==> config.mk <==
export PLATFORM = sky130hd
export DESIGN_NAME = regstrb2mem
export DESIGN_NICKNAME = d
export VERILOG_FILES = /design/src/rtl/regstrb2mem.sv
export SDC_FILE = /design/constraint.sdc
export NUM_CORES = 1
export LEC_CHECK = 0
export ABC_AREA = 1
export BUFFER_PORTS_ARGS = -buffer_cell sky130_fd_sc_hd__buf_2
export CAP_MARGIN = 10
export CORE_MARGIN = 2
export CORE_UTILIZATION = 35
export DETAILED_ROUTE_END_ITERATION = 6
export GPL_TIMING_DRIVEN = 0
export RECOVER_POWER = 25
export SLEW_MARGIN = 20
export SYNTH_ARGS = -nofsm -noshare
export SYNTH_HDL_FRONTEND = slang
export SYNTH_SLANG_ARGS = --single-unit
==> constraint.sdc <==
create_clock -name clk -period 3.9 [get_ports clk]
set_input_delay 0.975 -clock clk [delete_from_list [all_inputs] [get_ports clk]]
set_output_delay 0.975 -clock clk [all_outputs]
set_load 0.05 [all_outputs]
==> src/rtl/regstrb2mem.sv <==
// regstrb2mem: assembles 64-bit BPF instructions from two 32-bit register
// strobes and writes them to sequential code-memory addresses.
// Optional macro REGSTRB2MEM_OVERFLOW_GUARD_EN: adds code_mem_full and
// stops the write pointer at the last address instead of wrapping.
module regstrb2mem #(
  parameter int CODE_ADDR_WIDTH = 10
) (
  input  logic                       clk,
  input  logic                       rst_n,
  output logic [CODE_ADDR_WIDTH-1:0] code_mem_wr_addr,
  output logic [63:0]                code_mem_wr_data,
  output logic                       code_mem_wr_en,
`ifdef REGSTRB2MEM_OVERFLOW_GUARD_EN
  output logic                       code_mem_full,
`endif
  input  logic [31:0]                inst_high_value,
  input  logic                       inst_high_strobe,
  input  logic [31:0]                inst_low_value,
  input  logic                       inst_low_strobe,
  input  logic                       control_start
);

  localparam logic [CODE_ADDR_WIDTH-1:0] ADDR_ONE  = CODE_ADDR_WIDTH'(1);
  localparam logic [CODE_ADDR_WIDTH-1:0] ADDR_LAST = '1;

  logic [31:0]                hi_q, hi_d;
  logic [CODE_ADDR_WIDTH-1:0] ptr_q, ptr_d;
  logic [CODE_ADDR_WIDTH-1:0] addr_q, addr_d;
  logic [63:0]                data_q, data_d;
  logic                       wr_q, wr_d;
  logic [CODE_ADDR_WIDTH-1:0] base_ptr;
  logic                       full_q, full_d;

  // Next-state: high-half bypass, commit decision and pointer advance.
  always_comb begin
    hi_d     = inst_high_strobe ? inst_high_value : hi_q;
    // A start in the same cycle as a commit redirects that commit to 0.
    base_ptr = control_start ? '0 : ptr_q;
    ptr_d    = base_ptr;
    full_d   = control_start ? 1'b0 : full_q;
    addr_d   = addr_q;
    data_d   = data_q;
`ifdef REGSTRB2MEM_OVERFLOW_GUARD_EN
    wr_d     = inst_low_strobe && !full_d;
`else
    wr_d     = inst_low_strobe;
`endif
    if (wr_d) begin
      addr_d = base_ptr;
      data_d = {hi_d, inst_low_value};
`ifdef REGSTRB2MEM_OVERFLOW_GUARD_EN
      // Park on the last address once it has been written.
      if (base_ptr == ADDR_LAST) full_d = 1'b1;
      else                       ptr_d  = base_ptr + ADDR_ONE;
`else
      ptr_d  = base_ptr + ADDR_ONE;
`endif
    end
  end

  // State and output registers; reset clears everything including the data word.
  always_ff @(posedge clk) begin
    if (!rst_n) begin
      hi_q   <= '0;
      ptr_q  <= '0;
      addr_q <= '0;
      data_q <= '0;
      wr_q   <= 1'b0;
      full_q <= 1'b0;
    end else begin
      hi_q   <= hi_d;
      ptr_q  <= ptr_d;
      addr_q <= addr_d;
      data_q <= data_d;
      wr_q   <= wr_d;
`ifdef REGSTRB2MEM_OVERFLOW_GUARD_EN
      full_q <= full_d;
`else
      full_q <= 1'b0;
`endif
    end
  end

  assign code_mem_wr_addr = addr_q;
  assign code_mem_wr_data = data_q;
  assign code_mem_wr_en   = wr_q;
`ifdef REGSTRB2MEM_OVERFLOW_GUARD_EN
  assign code_mem_full    = full_q;
`endif

endmodule

After elaboration in Yosys (flattened, before gate mapping)
Cells that the tools add are included.

operators by class
  add/subtract/negate cells = 1
  mux-type cells = 3

operators by type and width
  operator                                        number
  2-to-1 mux 32 bit                               1
  2-to-1 mux 10 bit                               2
  adder 10 x 1 -> 10 bit (second input constant)  1

word-level totals
  flip-flop bits (word level) = 117
  input bits = 69
  output and inout port bits = 75
  word-level logic and storage cells = 9

Longest topological paths before layout
  word-level depth = 3
  mapped depth = 10
  mapped depth without buffers = 10

Least setup slack after synthesis
No wires, ideal clock.

  kind = input to register
  start = input port control_start
  end = register ptr_q[4]
  setup time = 115 ps
  data arrival time = 1867 ps
  path slack = 1918 ps
  stages = 7
  path buffers = 1
  path through = buf_6 -> nor2_1 -> ha_1 -> nand2_1 -> nor3_2 -> a21oi_1 -> o21a_1

between the ends
  longest elaborated chain between the ends = 3

ends and longest elaborated chain
  element                 line  RTL
  start: declaration      20    input logic control_start
  2-to-1 mux 10 bit       38    base_ptr = control_start ? '0 : ptr_q;
  via base_ptr[1]         31    logic [CODE_ADDR_WIDTH-1:0] base_ptr;
  adder 10 x 1 -> 10 bit  56    ptr_d = base_ptr + ADDR_ONE;
  2-to-1 mux 10 bit       48    if (wr_d) begin
  end signal: assignment  72    ptr_q <= ptr_d;
  end: declaration        27    logic [CODE_ADDR_WIDTH-1:0] ptr_q, ptr_d;

The timed path passes the listed nets, and every way through them passes these cells.
A chain may end at the register's enable or synchronous reset.

==> impl_metrics.tcl <==
set metrics [dict create \
    postCtsHoldBufs 0 \
    max-slew-margin-rel 0.656 \
    critPathKind "in -> reg" \
    synth.distinct_cells 26 \
    timing_worst_slew_pin_value_ps 516 \
    core-area_um2 11900 \
    multiInputGateArea_um2 1620 \
    route.vias.total 3694 \
    initialDrtViolationCount 106 \
    worst_hold_path.num_cells 2 \
    crit-reg2reg-capture "ptr_q[4]$_SDFF_PN0_" \
    grt_start_max_net_pins 17 \
    viasPerCell 4.66 \
    min_from "code_mem_wr_data[0]$_SDFFE_PN0P_" \
    worst_r2r_startpoint "ptr_q[1]$_SDFF_PN0_" \
    number_of_buffers_created_by_cts 17 \
    dieWidth_um 114 \
    number_of_global_route_vias_before_repair 3729 \
    cts_num_sinks 117 \
    die_height_um 114 \
    slew_viol_final 0 \
    starting_density_of_the_core 0.355 \
    synth-seq-area-share 0.553 \
    post-route-drc-count 0 \
    critPathArrivalTime_ps 2780 \
    final.fill_count 1203 \
    timing.fmax_mhz 403 \
    power_leakage_nw 2.76 \
    cts_post_setup_buffers_inserted 0 \
    finalCriticalPeriod_ps 2480 \
    rsz_0062_raised_after_global_routing "false" \
    finalCritPeriodShare 0.637 \
    finish.net_count 703 \
    run_status "complete, no violations" \
    grt_remaining_overflow 0 \
    grt_pass1_wl_mm 17.2 \
    antenna_violating_nets_post_route 0 \
    timing.hold.worst.class "reg -> reg" \
    hold-path-endpoint "code_mem_wr_data[0]$_SDFFE_PN0P_" \
    h_tree_level_count 4 \
    quantity_of_gates_resized_following_cts 0 \
    final_setup_tns_ps 0 \
    antenna_found_initial 0 \
    detailed_routing_iteration_count_for_the_pre_antenna_repair_pass 4 \
    io_pins 144 \
    critical_path_peak_fanout 10 \
    die_footprint_um2 13000 \
    clk_pin_slew_ps 50 \
    share_of_post_route_cells_with_drive_strength_above_1 0.307 \
    cellPowerDensity_nw_per_um2 564 \
    clock_insertion_delay_worst_skew_ps 400 \
    placement.io_buffers 139 \
    layout-area-overhead-vs-synth_pct 34.0 \
    routabilityCongestion 0.829 \
    antenna_cells_inserted 0 \
    mappedNetlistNets 545 \
    dpl-instance-area_um2 5110 \
    synth_area_per_cell_um2 8.91 \
    hold_viol 0 \
    post-dp-hpwl_mm 7.70 \
    maxCapViolCount 0 \
    synthesis.instances 475 \
    cts_root_buf "clkbuf_16" \
    cell_count_of_the_worst_reg_to_reg_path 7 \
    setup_viol_count_final 0 \
    hold_ws_ps 464 \
    endpoint_kind "register" \
    cts.path.max_buffers 2 \
    post-route-cell-area_um2 5670 \
    synthesis.yosys.warnings 0 \
    routed_wire_length_per_instance_um 13.2 \
    std_cell_rows 40 \
    grt.total_usage 0.169 \
    clock-skew-final_ps 3.57 \
    postRouteWirelength_mm 10.5 \
    ff_latch_area_um2 2340 \
    synth_area_um2 4230 \
    timing.reg2reg.setup_slack_ps 2530 \
    cts_tree "done" \
    power.ir.vdd_worst_uv 319 \
    yosys_register_bits 117 \
    worst_setup_path_start_kind "primary input" \
    cp.required_ps 4190 \
]
-- cell type report --
class,instances,share of cell area
Inverter,17,0.0124
Clock inverter,10,0.0225
Buffer,33,0.0282
Clock buffer,22,0.0836
Sequential cell,117,0.413
Tap cell,147,0.0324
Timing Repair Buffer,139,0.123
Multi-Input combinational cell,308,0.285
-- per-layer routing --
metal,up-vias,share of wire,wire [µm],GRT usage
met5,-,0,0,0
met4,0,0.0066,69,0.0602
met3,7,0.096,1000,0.0802
met2,127,0.45,4700,0.272
met1,1664,0.45,4690,0.198
li1,1896,-,-,-
-- cells in the mapped netlist, drive strengths merged --
cell type  count  area [µm²]
a21oi          9        45.0
mux2i         32         320
inv           17        71.3
clkbuf         9        33.8
ha             1        12.5
nand3         79         410
dfxtp        117        2340
nor2          51         235
nand2         91         359
o21ai         42         210
buf           24         169
nor3           1        10.0
o21a           2        15.0
-- worst max path at each step --
| stage | start | endpoint | slack [ps] | depth (start not counted) |
|---|---|---|---|---|
| 2_1_floorplan | control_start | ptr_q[4]$_SDFF_PN0_ | 1920 | 7 |
| 3_3_place_gp | control_start | ptr_q[4]$_SDFF_PN0_ | 1790 | 7 |
| 3_5_place_dp | control_start | ptr_q[4]$_SDFF_PN0_ | 1790 | 7 |
| 4_1_cts | code_mem_wr_addr[2]$_SDFFE_PN0P_ | code_mem_wr_addr[2] | 1870 | 1 |
| 5_1_grt | rst_n | code_mem_wr_data[26]$_SDFFE_PN0P_ | 1070 | 7 |
| 6_report | rst_n | code_mem_wr_data[5]$_SDFFE_PN0P_ | 1420 | 7 |
-- worst max-delay path, cell delays in order --
cell	delay, ps
clkbuf_1	240
nand2_1	160
clkbuf_1	400
clkinvlp_2	490
clkbuf_1	330
nand2_1	120
nand2_1	50
-- cell usage in the layout (no fill, tap or decap), types with 9 or more instances in the layout --
cell type  instances
a21oi_1            9
clkbuf_16         17
mux2i_1           32
nand2_1           86
dfxtp_1          117
buf_2            141
nand3_1           76
o21ai_0           13
nor2_1            45
o21ai_1           29
clkbuf_1          22
inv_1             13
-- power by group --
part	total (mW)	internal, mW	switching (mW)
logic	0.352	0.0971	0.255
registers	1.28	1.26	0.0244
clock network	1.57	1.05	0.519
-- per-stage QoR --
| step | total power [mW] | std cells | setup slack, ps | util |
|---|---|---|---|---|
| after floorplan | 1.56 | 475 | 1920 | - |
| after global placement | 1.66 | 761 | 1790 | 0.429 |
| after detailed placement | 1.67 | 761 | 1790 | 0.429 |
| after CTS | 3.24 | 793 | 1870 | 0.480 |
| after global routing | 3.34 | 793 | 1070 | 0.476 |
| final | 3.20 | 793 | 1420 | 0.476 |
-- cells by family (layout without fill, tap and decap cells) --
kind of cell,Yosys count,after routing,share of synthesized area
mux,32,32,0.0757
fa+ha+maj,1,1,0.00295
flops,117,117,0.553
simple gates,222,222,0.240
buf+inv,50,221,0.0647
compound gates,53,53,0.0638
-- state kept, by name, summed over array words and instances (netlist names) --
signal / cells
code_mem_wr_addr: 10
code_mem_wr_data: 64
code_mem_wr_en: 1
hi_q: 32
ptr_q: 10
No activity file was read; power rests on OpenSTA's default activity.
